**src/rtl/alu_pkg.sv**
```systemverilog
// -----------------------------------------------------------------------------
// alu_pkg
// Shared definitions for the registered EX-stage ALU (exe_alu_pipe):
//   - 4-bit execute-command encodings
//   - handshake/multiply FSM state encoding
//   - bit positions of the {N,Z,C,V} status flags
// No ports; imported by exe_alu_pipe.
// -----------------------------------------------------------------------------
package alu_pkg;

  localparam logic [3:0] CMD_MOV = 4'b0001;
  localparam logic [3:0] CMD_ADD = 4'b0010;
  localparam logic [3:0] CMD_ADC = 4'b0011;
  localparam logic [3:0] CMD_SUB = 4'b0100;
  localparam logic [3:0] CMD_SBC = 4'b0101;
  localparam logic [3:0] CMD_AND = 4'b0110;
  localparam logic [3:0] CMD_ORR = 4'b0111;
  localparam logic [3:0] CMD_EOR = 4'b1000;
  localparam logic [3:0] CMD_MVN = 4'b1001;
  localparam logic [3:0] CMD_MUL = 4'b1010;

  typedef enum logic [1:0] {
    ST_EMPTY    = 2'd0,
    ST_MUL_BUSY = 2'd1,
    ST_FULL     = 2'd2
  } state_e;

  localparam int FLAG_N = 3;
  localparam int FLAG_Z = 2;
  localparam int FLAG_C = 1;
  localparam int FLAG_V = 0;

endpackage

```
**src/rtl/alu_mul_iter.sv**
```systemverilog
// -----------------------------------------------------------------------------
// alu_mul_iter
// Radix-2 shift-add multiplier returning the low WIDTH bits of a_i * b_i.
// One partial product per cycle, WIDTH iterations after the start cycle.
// Ports:
//   clk, rst_n     clock, asynchronous active-low reset
//   start_i        load operands and begin (ignored while abort_i is high)
//   abort_i        abandon the multiply in progress
//   a_i, b_i       operands, sampled on start_i
//   busy_o         iterations in progress
//   done_o         the current cycle performs the final iteration
//   product_o      accumulator including this cycle's partial product;
//                  holds the full product while done_o is high
// -----------------------------------------------------------------------------
module alu_mul_iter #(
  parameter int WIDTH = 32
) (
  input  logic             clk,
  input  logic             rst_n,
  input  logic             start_i,
  input  logic             abort_i,
  input  logic [WIDTH-1:0] a_i,
  input  logic [WIDTH-1:0] b_i,
  output logic             busy_o,
  output logic             done_o,
  output logic [WIDTH-1:0] product_o
);

  localparam int CNT_W = $clog2(WIDTH + 1);
  localparam logic [CNT_W-1:0] LAST = CNT_W'(WIDTH - 1);

  logic [WIDTH-1:0] mcand_q;
  logic [WIDTH-1:0] mplier_q;
  logic [WIDTH-1:0] acc_q;
  logic [WIDTH-1:0] acc_d;
  logic [CNT_W-1:0] cnt_q;
  logic             busy_q;

  // Multiplicand bits shifted above WIDTH are dropped: only the low half of
  // the product is ever needed.
  assign acc_d = mplier_q[0] ? acc_q + mcand_q : acc_q;

  // NOTE: state registers use non-blocking assignments so every flop samples
  // pre-edge values regardless of statement order.
  always_ff @(posedge clk or negedge rst_n) begin
    if (!rst_n) begin
      mcand_q  <= '0;
      mplier_q <= '0;
      acc_q    <= '0;
      cnt_q    <= '0;
      busy_q   <= 1'b0;
    end else if (abort_i) begin
      busy_q <= 1'b0;
      cnt_q  <= '0;
    end else if (start_i) begin
      mcand_q  <= a_i;
      mplier_q <= b_i;
      acc_q    <= '0;
      cnt_q    <= '0;
      busy_q   <= 1'b1;
    end else if (busy_q) begin
      acc_q    <= acc_d;
      mcand_q  <= mcand_q << 1;
      mplier_q <= mplier_q >> 1;
      if (cnt_q == LAST) begin
        busy_q <= 1'b0;
        cnt_q  <= '0;
      end else begin
        cnt_q <= cnt_q + CNT_W'(1);
      end
    end
  end

  assign busy_o    = busy_q;
  assign done_o    = busy_q && (cnt_q == LAST);
  assign product_o = acc_d;

endmodule

```
**src/rtl/exe_alu_pipe.sv**
```systemverilog
// -----------------------------------------------------------------------------
// exe_alu_pipe
// Registered EX-stage ALU with valid/ready on both sides, NZCV flags and an
// optional iterative multiply. Holds one result; a flush kills whatever is
// held or in flight.
// Ports:
//   clk, rst_n                 clock, asynchronous active-low reset
//   flush                      kill held/in-flight operation, accept nothing
//   in_valid / in_ready        upstream handshake
//   exe_command                4-bit operation select
//   val1, val2                 operands
//   carry, v_in                current C and V flags
//   in_tag                     passthrough destination tag
//   out_valid / out_ready      downstream handshake
//   result, flags, out_tag     held result, {N,Z,C,V}, tag
//   out_err                    held result came from an illegal command
// -----------------------------------------------------------------------------
module exe_alu_pipe
  import alu_pkg::*;
#(
  parameter int WIDTH  = 32,
  parameter int TAG_W  = 4,
  parameter bit MUL_EN = 1'b1
) (
  input  logic             clk,
  input  logic             rst_n,
  input  logic             flush,
  input  logic             in_valid,
  output logic             in_ready,
  input  logic [3:0]       exe_command,
  input  logic [WIDTH-1:0] val1,
  input  logic [WIDTH-1:0] val2,
  input  logic             carry,
  input  logic             v_in,
  input  logic [TAG_W-1:0] in_tag,
  output logic             out_valid,
  input  logic             out_ready,
  output logic [WIDTH-1:0] result,
  output logic [3:0]       flags,
  output logic [TAG_W-1:0] out_tag,
  output logic             out_err
);

  localparam int MSB = WIDTH - 1;

  state_e           state_q, state_d;
  logic [WIDTH-1:0] result_q;
  logic [3:0]       flags_q;
  logic [TAG_W-1:0] tag_q;
  logic             err_q;

  logic             accept;
  logic             is_mul;
  logic [WIDTH:0]   ext;
  logic [WIDTH-1:0] alu_res;
  logic             alu_c, alu_v, alu_err;
  logic [3:0]       alu_flags;
  logic             mul_busy, mul_done;
  logic [WIDTH-1:0] mul_product;

  // ---------------------------------------------------------------------------
  // Handshake
  // ---------------------------------------------------------------------------
  // Gated by rst_n so nothing is offered acceptance while reset is held.
  assign in_ready = rst_n && !flush &&
                    ((state_q == ST_EMPTY) || ((state_q == ST_FULL) && out_ready));
  assign accept   = in_valid && in_ready;
  assign is_mul   = MUL_EN && (exe_command == CMD_MUL);

  // ---------------------------------------------------------------------------
  // Single-cycle datapath and flags
  // ---------------------------------------------------------------------------
  // NOTE: every signal written here gets a default first, so no path through
  // the case can leave one unassigned and infer a latch.
  always_comb begin
    ext     = '0;
    alu_res = '0;
    alu_c   = carry;
    alu_v   = v_in;
    alu_err = 1'b0;
    unique case (exe_command)
      CMD_MOV: alu_res = val2;
      CMD_MVN: alu_res = ~val2;
      CMD_AND: alu_res = val1 & val2;
      CMD_ORR: alu_res = val1 | val2;
      CMD_EOR: alu_res = val1 ^ val2;
      CMD_ADD, CMD_ADC: begin
        ext = {1'b0, val1} + {1'b0, val2} +
              (WIDTH+1)'((exe_command == CMD_ADC) && carry);
        alu_res = ext[MSB:0];
        alu_c   = ext[WIDTH];
        alu_v   = (val1[MSB] == val2[MSB]) && (alu_res[MSB] != val1[MSB]);
      end
      CMD_SUB, CMD_SBC: begin
        ext = {1'b0, val1} - {1'b0, val2} -
              (WIDTH+1)'((exe_command == CMD_SBC) && !carry);
        alu_res = ext[MSB:0];
        // Bit WIDTH of the extended difference is the borrow; ARM C is its
        // inverse.
        alu_c   = !ext[WIDTH];
        alu_v   = (val1[MSB] != val2[MSB]) && (alu_res[MSB] != val1[MSB]);
      end
      // Handled by the multiplier when present; otherwise an illegal command.
      CMD_MUL: alu_err = !MUL_EN;
      default: alu_err = 1'b1;
    endcase
    alu_flags         = '0;
    alu_flags[FLAG_N] = alu_res[MSB];
    alu_flags[FLAG_Z] = (alu_res == '0);
    alu_flags[FLAG_C] = alu_c;
    alu_flags[FLAG_V] = alu_v;
  end

  // ---------------------------------------------------------------------------
  // Iterative multiplier
  // ---------------------------------------------------------------------------
  generate
    if (MUL_EN) begin : g_mul
      alu_mul_iter #(.WIDTH(WIDTH)) u_mul (
        .clk      (clk),
        .rst_n    (rst_n),
        .start_i  (accept && is_mul),
        .abort_i  (flush),
        .a_i      (val1),
        .b_i      (val2),
        .busy_o   (mul_busy),
        .done_o   (mul_done),
        .product_o(mul_product)
      );
    end else begin : g_no_mul
      assign mul_busy    = 1'b0;
      assign mul_done    = 1'b0;
      assign mul_product = '0;
    end
  endgenerate

  // ---------------------------------------------------------------------------
  // FSM
  // ---------------------------------------------------------------------------
  always_comb begin
    state_d = state_q;
    if (flush) begin
      state_d = ST_EMPTY;
    end else begin
      unique case (state_q)
        ST_EMPTY: begin
          if (accept) state_d = is_mul ? ST_MUL_BUSY : ST_FULL;
        end
        ST_MUL_BUSY: begin
          if (mul_done)      state_d = ST_FULL;
          else if (!mul_busy) state_d = ST_EMPTY;
        end
        ST_FULL: begin
          if (out_ready) begin
            if (accept) state_d = is_mul ? ST_MUL_BUSY : ST_FULL;
            else        state_d = ST_EMPTY;
          end
        end
        default: state_d = ST_EMPTY;
      endcase
    end
  end

  // Output register. Loads only on accept (which requires the old result to
  // be consumed) or on multiply completion, so a stalled result never moves.
  always_ff @(posedge clk or negedge rst_n) begin
    if (!rst_n) begin
      state_q  <= ST_EMPTY;
      result_q <= '0;
      flags_q  <= '0;
      tag_q    <= '0;
      err_q    <= 1'b0;
    end else begin
      state_q <= state_d;
      if (accept) begin
        tag_q <= in_tag;
        if (is_mul) begin
          // C and V pass through a multiply, so capture them at issue time.
          flags_q[FLAG_N] <= 1'b0;
          flags_q[FLAG_Z] <= 1'b0;
          flags_q[FLAG_C] <= carry;
          flags_q[FLAG_V] <= v_in;
          err_q           <= 1'b0;
        end else begin
          result_q <= alu_res;
          flags_q  <= alu_flags;
          err_q    <= alu_err;
        end
      end else if ((state_q == ST_MUL_BUSY) && mul_done && !flush) begin
        result_q        <= mul_product;
        flags_q[FLAG_N] <= mul_product[MSB];
        flags_q[FLAG_Z] <= (mul_product == '0);
      end
    end
  end

  assign out_valid = (state_q == ST_FULL);
  assign result    = result_q;
  assign flags     = flags_q;
  assign out_tag   = tag_q;
  assign out_err   = err_q;

endmodule
```
**config.mk**
```make
export PLATFORM = sky130hd
export DESIGN_NAME = exe_alu_pipe
export DESIGN_NICKNAME = d
export VERILOG_FILES = /design/src/rtl/alu_pkg.sv /design/src/rtl/alu_mul_iter.sv /design/src/rtl/exe_alu_pipe.sv
export SDC_FILE = /design/constraint.sdc
export NUM_CORES = 1
export LEC_CHECK = 0
export ABC_CLOCK_PERIOD_IN_PS = 5300
export CAP_MARGIN = 20
export CORE_UTILIZATION = 34
export CTS_CLUSTER_SIZE = 30
export DETAILED_ROUTE_END_ITERATION = 10
export GPL_TIMING_DRIVEN = 0
export SLEW_MARGIN = 20
export SYNTH_ARGS = -nofsm -noshare
export SYNTH_HDL_FRONTEND = slang
export SYNTH_SLANG_ARGS = --single-unit
```
**constraint.sdc**
```tcl
create_clock -name clk -period 5.3 [get_ports clk]
set_input_delay 0.53 -clock clk [delete_from_list [all_inputs] [get_ports clk]]
set_output_delay 0.53 -clock clk [all_outputs]
set_load 0.01 [all_outputs]
```
==> metrics.txt, run 1 <==
detailed placement HPWL=50,850 um; most frequent cells in the layout=nand2_1 (229), o21ai_0 (175), ha_1 (158); global-route usage over all layers=0.2742; vias per inst=5.847; Seq. cell area=0.003654 mm^2; Overflow after GRT=0; Int Pwr=2.375 mW; outcome=complete, no violations; Die Ht=214.4 um; largest net degree at the start of global routing=86; WP data required=5.65 ns; most common cell after layout, fill and taps aside=nand2_1; Post-synth ARST share=1.000; fmax=196.5 MHz; WP data arrival=5.44 ns; area share of the largest cell type after synthesis=0.2381; CP peak stage delay=0.53 ns; worst setup margin=0.2103 ns; Final period util=0.9603; pwr/cell area=208.4 mW/mm^2; Post-Syn Area=0.01534 mm^2; Starting Density=0.3455; Tmin final=5.090 ns; top cells by area, synth=dfrtp_1 (24%), ha_1 (13%), mux2i_1 (6.8%), o21ai_0 (5.7%), nand2_1 (5.6%); switch share=0.3757; first-pass GRT wire length=95,770 um; nets@finish=2,339; syn avg cell area=7.897 um^2; Critical Path End Type=flip-flop; H-tree lvl count=4; critical path peak fanout=10; Post-synth EDFFs=0; sequential group share of total power=0.317; Final Wtd Congestion=0.9528; die width=214.4 um; RSZ-0062 raised after global routing=no; vias=15,805; max-slew violation count=0; layout cells sized above 1=0.06019; die area=0.04598 mm^2; Clock power frac=0.316; XOR/XNOR share of the synthesized area=0.03653; Synth Area in Compound Gates=0.2621; Slew @ Worst Pin=1.160 ns; max_cap viols=0; Worst setup SP type=input port; core area=0.04441 mm^2; top_reg_cell synth=dfrtp_1; Leak Pwr=8.326 nW; final hold vios=0; Yosys top cell by area=dfrtp_1; Avg WL per Cell=23.37 um; logic gate share of total power=0.367; #FFs+latches synth=146; # clock sinks=146; Post-Route Setup TNS=0 ns; CTS tree=done; clock-pin slew on the worst setup and hold paths=0.07 ns; dpl ws=-2.100 ns; Port Buffers=120; initial antenna violation count=1; Setup Crit Path Kind=in -> reg; worst-case clock buffer depth=2; FILL cells=4,546; maximum vdd drop=0.1722 mV; yosys synthesis warning count=0; multi-input logic area=0.01097 mm^2; class of the worst hold path=in -> async; Slowest-stage cell, CP=or4_4; Distinct cells, synth=78; Synth Area in Simple Gates=0.1844; worst path cell trace=clkbuf_1 > clkbuf_1 > buf_2 > nor2_1 > nand4_1 > fa_1 > fa_1 > nor2b_1 > o21ai_2 > a211o_1 > and2_1 > o41ai_2 > xor2_1 > a221o_1 > or4_4 > nor4_4 > a22oi_1 > o31ai_1; # DRC=0; sequential area share after synthesis=0.2381; Synth Instances=1,943; Initial DRC Count=1,360; WL final=63,170 um; area grow syn2layout=18.95%; post-synthesis adder-cell area fraction=0.1354; number of global-route vias before repair=15,426; post-synthesis mux area share=0.08317; skew final=0.01295 ns; Syn Nets=2,185; clock latency on the worst-skew pair=0.45 ns; Detailed Routing Iterations Pass 1=5; Slew HR=0.2163; largest family of logic cells by synthesized area=compound AO/OA/AOI/OAI gates; number of CTS-inserted buffers=17; Clk Tree Root Cell=clkbuf_16; number of cell rows=77; antenna-violating nets left=0; Pwr Total=3.804 mW; num ports=122; Final setup viols=0; net switching power figure=1.429 mW
worst paths after layout:
kind	to	cells past startpoint	start	slack [ns]
worst min-delay path	state_q[1]	1	rst_n	0.03
worst max-delay path	flags[2]	18	exe_command[3]	0.21
max in group asynchronous	flags[1]	2	rst_n	4.45
worst max register to register	flags[2]	13	g_mul.u_mul.mcand_q[0]	1.01
worst min register to register	result[16]	2	result[16]	0.48
min in group clk	result[16]	2	result[16]	0.48
flip-flops by register name (all words and copies together), names as in the netlist, 2 cells and up:
name and count:
out_tag 4, g_mul.u_mul.cnt_q 6, result 32, state_q 2, g_mul.u_mul.mcand_q 32, g_mul.u_mul.mplier_q 32, flags 4, g_mul.u_mul.acc_q 32
area by class of cell:
type | count | area share
Multi-Input combinational cell | 1550 | 0.6012
Sequential cell | 146 | 0.2002
Timing Repair Buffer | 137 | 0.07451
Tap cell | 592 | 0.04058
Buffer | 121 | 0.02653
Inverter | 124 | 0.02571
Clock buffer | 19 | 0.02427
Clock inverter | 13 | 0.006923
Antenna cell | 1 | 0.0001371
repair_timing:
action / 4_1_cts / 5_1_grt
hold buffers: 0 / 0
endpoints found under the setup margin: 20 / 2
pin swaps: 8 / 3
buffers inserted: 9 / 3
gates cloned: 0 / 0
resized for setup: 38 / 17
logic make-up (layout without fill, tap and decap cells):
family,Yosys count,count (layout)
DFF,146,146
AOI/OAI and AO/OA,612,612
adders and majority gates,163,163
xor gates and xnor gates,64,64
buffers and inverters,247,414
and+or+nand+nor,586,586
other,0,1
muxes,125,125
worst max-delay path: cells and delay by family:
| kind | cells | cell delay, ns |
|---|---|---|
| xor+xnor | 1 | 0.11 |
| fa+ha+maj | 2 | 0.85 |
| compound gates | 6 | 1.54 |
| buf+inv | 3 | 0.81 |
| simple gates | 6 | 1.60 |
metal layers:
metal  up-vias  GRT usage  part of all wire
li1       7414          -                 -
met1      7680     0.3697              0.44
met2       599     0.4431              0.46
met3       112    0.03489             0.062
met4         0     0.1093             0.039
met5         -          0                 0
cells in the mapped netlist (all sizes together) (36+ instances only):
cell type and count:
xor2 36, nand2 229, clkbuf 108, nor2 117
nand4 36, o21ai 184, mux2i 105, nand3 38
ha 158, inv 124, a21o 42, dfrtp 146
a21oi 126
metrics by stage:
step	cell area, um^2	instances	utilization	hold slack (ns)
6_report	18250	2703	0.4110	0.02912
5_1_grt	18250	2702	0.4109	0.06108
4_1_cts	18160	2699	0.4090	0.04063
3_5_place_dp	17370	2660	0.3911	0.4644
3_3_place_gp	17290	2655	0.3892	0.4606
2_1_floorplan	15340	1943	-	0.2344
power groups by stage:
stage | Combinational [mW] | Clock (mW) | Sequential [mW]
after floorplan | 0.748 | 0 | 1.24
after global placement | 1.30 | 0 | 1.22
after detailed placement | 1.31 | 0 | 1.22
after CTS | 1.36 | 1.22 | 1.21
after global routing | 1.51 | 1.26 | 1.21
final | 1.40 | 1.20 | 1.20
Note: power is estimated with default switching activity, not from simulation.
==> run 2, diff against run 1 <==
- ABC_AREA: unset -> 1
==> run 2 against run 1 <==
  * Sequential cell count stayed put
  * Largest cell class unchanged
  * Sequential power is 39% higher
  * Via count is 18% higher
  * Utilization is 1.1 points lower
  * Highest routed layer unchanged
  * Fmax is 7.6% higher
  * Sequential share of layout area is 0.89 points lower
  * Clock power is 14% higher
  * Synthesized area is 7.1% higher
  * Power is 71% higher
  * Wire length is 12% higher
  * First-iteration DRC count is 9.9% higher
==> metrics.txt, run 2 <==
outcome=complete, no violations; critical path peak fanout=4; placed cell count=3,529; Starting Density=0.3443; sequential group share of total power=0.257; top cell family by delay on the critical path=simple AND/OR/NAND/NOR gates; multi-input logic area=0.01081 mm^2; global-route usage over all layers=0.2862; most frequent cells in the layout=nand2_1 (928), inv_1 (429), nor2_1 (350); Setup Crit Path Kind=in -> reg; most instantiated cells after synthesis=nand2_1 (928), inv_1 (429), nor2_1 (350); clock latency on the worst-skew pair=0.44 ns; yosys synthesis warning count=0; Post-synth EDFFs=0; core area=0.04775 mm^2; Avg WL per Cell=19.91 um; r2r setup slk=2.01 ns; Syn Nets=3,035; cts hold-fix bufs=0; switch share=0.4551; Slew HR=0.1960; first-pass GRT wire length=106,400 um; # clock sinks=146; RR Endpoint=flags[2]; number of diodes=0; area share of the largest cell type after synthesis=0.2223; maximum vdd drop=0.2416 mV; CP peak stage delay=0.62 ns; number of global-route vias before repair=17,999; WP data arrival=5.11 ns; net switching power figure=2.959 mW; Port Buffers=120; Synth Instances=2,793; post-layout util=0.4001; CTS tree=done; top cells by area, synth=dfrtp_1 (22%), nand2_1 (21%), ha_1 (12%), inv_1 (9.8%), nor2_1 (8.0%); # Post-CTS Setup Buffers=0; most used cell, CP=nand2_1; gr busiest metal=met2; H-tree lvl count=4; num ports=122; vias per inst=5.255; Die Ht=221.9 um; Leak Pwr=10.03 nW; Distinct cells, synth=44; clock-pin slew on the worst setup and hold paths=0.06 ns; Post-Layout Cell Count=3,561; GRT met3 Usage=0.02968; class of the worst hold path=in -> async; Critical Path End Type=flip-flop; Clock power frac=0.210; Resized Gates After CTS=0; largest net degree at the start of global routing=88; Int Pwr=3.543 mW; FILL cells=5,176; M1 GR Usage=0.3689; Clk Tree Root Cell=clkbuf_16; nets@finish=3,175; die area=0.04923 mm^2; Initial DRC Count=1,495; logic gate share of total power=0.533; Post-Syn Area=0.01644 mm^2; Seq. cell area=0.003654 mm^2; syn avg cell area=5.886 um^2; fmax=211.4 MHz; die width=221.9 um; Final setup viols=0; detailed placement HPWL=59,340 um; Overflow after GRT=0; Final Wtd Congestion=0.9413; number of CTS-inserted buffers=17; Detailed Routing Iterations Pass 1=6; most common cell after layout, fill and taps aside=nand2_1; antenna-violating nets left=0; R2R Path Start=g_mul.u_mul.mcand_q[0]; sequential area share after synthesis=0.2223; worst-case clock buffer depth=2; initial antenna violation count=0; final hold vios=0; top_reg_cell synth=dfrtp_1; Tmin final=4.731 ns; area grow syn2layout=16.22%; pwr/cell area=340.3 mW/mm^2; max_cap viols=0; vias=18,713; RSZ-0062 raised after global routing=no; layout cells sized above 1=0.03021; Yosys top cell by area=dfrtp_1; CP Buf/Inv Count=3; met2 GRT Util=0.4946; Final period util=0.8927; Slowest-stage cell, CP=o21ai_0; WP data required=5.68 ns; #FFs+latches synth=146; skew final=0.006388 ns; # DRC=0; Slew @ Worst Pin=1.202 ns; most common cell in the netlist=nand2_1; WL final=70,880 um; max-slew violation count=0; R2R cell count=17; Post-synth ARST share=1.000; Pwr Total=6.502 mW; Worst setup SP type=input port; number of cell rows=80
## run 2: cell count changes in the layout (fill, tap and decap cells not counted), moves of 29 or more
| cell | before | now |
|---|---|---|
| o22ai_1 | 5 | 54 |
| a31oi_1 | 9 | 68 |
| mux2i_1 | 105 | 1 |
| nand2_1 | 229 | 928 |
| nand3_1 | 37 | 230 |
| a21o_1 | 42 | 1 |
| o21ai_0 | 175 | 103 |
| a21oi_1 | 124 | 84 |
| clkbuf_1 | 103 | 38 |
| inv_1 | 123 | 429 |
| buf_2 | 3 | 32 |
| nor2_1 | 117 | 350 |
| xor2_1 | 36 | 6 |
## run 2: worst reg2reg max path, stage by stage, from the launching register on
cell	delay (ns)
dfrtp_1	0.41
ha_1	0.27
fa_1	0.49
nand3_1	0.15
nand3_1	0.15
nand2_1	0.14
a21oi_1	0.07
o21ai_0	0.43
nand2_1	0.10
nor2_1	0.15
nand2_1	0.06
nor2_1	0.17
nand4_1	0.22
nor2_1	0.14
nand3_1	0.09
nand2_1	0.10
nand2_1	0.05
nand2_1	0.05
## run 2: final cells by class
class	count	area share
Timing Repair Buffer	121	0.06458
Sequential cell	146	0.1912
Tap cell	615	0.04028
Inverter	433	0.08507
Clock buffer	23	0.02554
Clock inverter	9	0.009169
Multi-Input combinational cell	2138	0.5660
Buffer	76	0.01808
## run 2: per-stage QoR
step | instance area [um^2] | hold slack, ns | TNS (ns) | setup slack (ns)
finish | 19100 | 0.03093 | 0 | 0.5688
global route | 19100 | 0.05975 | 0 | 0.1275
CTS | 19100 | 0.04440 | 0 | 0.4578
detailed placement | 18440 | 0.4726 | 0 | 0.01377
global placement | 18410 | 0.4639 | -1018.24 | -4.879
floorplan | 16440 | 0.2344 | 0 | 1.847
## run 2: logic make-up (layout without fill, tap and decap cells)
| family | count (synthesis) | after routing | synth area share |
|---|---|---|---|
| simple gates | 1605 | 1605 | 0.3983 |
| buf+inv | 509 | 662 | 0.1199 |
| compound gates | 357 | 357 | 0.1259 |
| fa+ha+maj | 163 | 163 | 0.1264 |
| flops | 146 | 146 | 0.2223 |
| xor+xnor | 10 | 10 | 0.005328 |
| mux | 3 | 3 | 0.001979 |
## run 2: worst max-delay path by stage
stage | from | end | slack [ns] | cells after the start
after floorplan | exe_command[1] | flags[2] | 1.85 | 28
after global placement | rst_n | g_mul.u_mul.mplier_q[0] | -4.88 | 9
after detailed placement | exe_command[3] | flags[1] | 0.01 | 25
after CTS | exe_command[3] | flags[1] | 0.46 | 25
after global routing | exe_command[3] | flags[1] | 0.13 | 25
final | exe_command[3] | flags[1] | 0.57 | 25
## run 2: per-layer routing
| layer | up-vias | routed length (um) |
|---|---|---|
| met3 | 104 | 3928 |
| met1 | 8757 | 30820 |
| met2 | 645 | 33850 |
| met4 | 0 | 2288 |
| li1 | 9207 | - |
| met5 | - | 0 |
## run 2: power by group through the flow
stage / clock [mW] / sequential, mW / combinational (mW)
floorplan: 0 / 1.64 / 2.23
global placement: 0 / 1.68 / 3.37
detailed placement: 0 / 1.68 / 3.40
CTS: 1.37 / 1.66 / 3.42
global route: 1.41 / 1.70 / 3.89
finish: 1.37 / 1.67 / 3.47
==> run 3, diff against run 2 <==
- CAP_MARGIN: 20 -> 30
==> run 3 against run 2 <==
  * Global-route usage hardly changed
  * Sequential share of layout area hardly changed
  * Count of clock-buffer cells in the layout is 2 lower
  * First-iteration DRC count is 11% higher
  * Largest power group unchanged
  * Highest routed layer unchanged
==> metrics.txt, run 3 (same netlist as run 2, synthesis figures left out) <==
outcome=complete, no violations; Final Instance Area=0.01908 mm^2; CP Buf/Inv Count=2; top cell family by delay on the critical path=simple AND/OR/NAND/NOR gates; multi-input logic area=0.01081 mm^2; most used cell, CP=nand2_1; CP peak stage delay=0.66 ns; Pwr Total=6.429 mW; skew final=0.006752 ns; worst path cell trace=clkdlybuf4s50_1 > nand2_2 > nor3_1 > fa_1 > inv_1 > ha_1 > nor2_1 > fa_1 > nand2_1 > nand2_1 > nand2_1 > nand2_1 > nand2_1 > nand2_1 > nand2_1 > nand4_1 > nand2_1 > nand2_1 > nand2_1 > a21oi_1 > xor2_1 > o21ai_0 > nand2_1 > nand2_1; number of cell rows=80; detailed placement HPWL=59,410 um; core area=0.04775 mm^2; clock-pin slew on the worst setup and hold paths=0.06 ns; global-route usage over all layers=0.2862; most common cell after layout, fill and taps aside=nand2_1; RSZ-0062 raised after global routing=no; GRT met3 Usage=0.02346; first-pass GRT wire length=106,400 um; # clock sinks=146; met2 GRT Util=0.4888; max_cap viols=0; # Post-CTS Setup Buffers=0; Avg WL per Cell=19.87 um; number of diodes=0; Slew HR=0.3350; Critical Path End Type=flip-flop; Overflow after GRT=0; worst-case clock buffer depth=2; pwr/cell area=336.9 mW/mm^2; layout cells sized above 1=0.03088; Die Ht=221.9 um; die area=0.04923 mm^2; clock latency on the worst-skew pair=0.43 ns; WP data required=5.67 ns; num ports=122; Final setup viols=0; Starting Density=0.3443; Setup Crit Path Kind=in -> reg; final hold vios=0; Placed Area=0.01846 mm^2; Slowest-stage cell, CP=o21ai_0; Final Wtd Congestion=0.9413; die width=221.9 um; vias=18,694; nets@finish=3,177; Tmin final=4.788 ns; Port Buffers=120; Leak Pwr=10.03 nW; largest net degree at the start of global routing=88; fmax=208.8 MHz; # DRC=0; H-tree lvl count=4; critical path peak fanout=5; Seq. cell area=0.003654 mm^2; Resized Gates After CTS=0; CTS tree=done; r2r setup slk=1.95 ns; number of global-route vias before repair=18,037; Initial DRC Count=1,652; WP data arrival=5.16 ns; maximum vdd drop=0.2434 mV; cts hold-fix bufs=0; area grow syn2layout=16.09%; Final period util=0.9035; initial antenna violation count=0; antenna-violating nets left=0; class of the worst hold path=in -> async; FILL cells=5,186; most frequent cells in the layout=nand2_1 (928), inv_1 (429), nor2_1 (350); max-slew violation count=0; Clk Tree Root Cell=clkbuf_16; Worst setup SP type=input port; M1 GR Usage=0.3724; vias per inst=5.248; number of CTS-inserted buffers=17; Slew @ Worst Pin=0.9938 ns; Detailed Routing Iterations Pass 1=6; gr busiest metal=met2; WL final=70,760 um
run 3: changes by cell type in the layout (fill, tap and decap cells not counted), sizes merged:
cell and delta:
clkinv +3, buf +2, clkbuf -2, bufinv -1, clkinvlp -1
run 3: area by class of cell:
type | count | share of cell area
tap | 615 | 0.04032
inverter | 433 | 0.08517
sequential | 146 | 0.1915
timing repair buffer | 123 | 0.06543
buffer | 76 | 0.01810
multi-input combinational | 2138 | 0.5667
clock inverter | 10 | 0.008196
clock buffer | 21 | 0.02465
run 3: layer usage:
layer / part of all wire / wire [um]
met5: 0 / 0
met4: 0.039 / 2733
met3: 0.053 / 3735
met2: 0.47 / 33470
met1: 0.44 / 30820
run 3: final timing paths:
| check | from | endpoint | cells past startpoint |
|---|---|---|---|
| max | exe_command[2] | flags[1] | 24 |
| min | rst_n | g_mul.u_mul.cnt_q[1] | 1 |
| max reg2reg | g_mul.u_mul.mcand_q[0] | flags[2] | 17 |
| min reg2reg | out_tag[0] | out_tag[0] | 2 |
| max in group asynchronous | rst_n | flags[1] | 2 |
| min in group clk | out_tag[0] | out_tag[0] | 2 |
run 3: metrics by stage:
step,instances,setup TNS [ns],hold WS (ns),utilization,setup slack (ns)
global placement,3528,-1018.24,0.4639,0.3856,-4.879
CTS,3562,0,0.03267,0.3997,0.4746
global route,3562,0,0.04595,0.3997,0.1702
floorplan,2793,0,0.2344,-,1.847
detailed placement,3531,0,0.4726,0.3866,0.02086
finish,3562,0,0.02621,0.3997,0.5115
run 3: power breakdown:
part / internal [mW] / switching (mW)
clock: 0.820 / 0.477
sequential: 1.42 / 0.254
combinational: 1.24 / 2.22
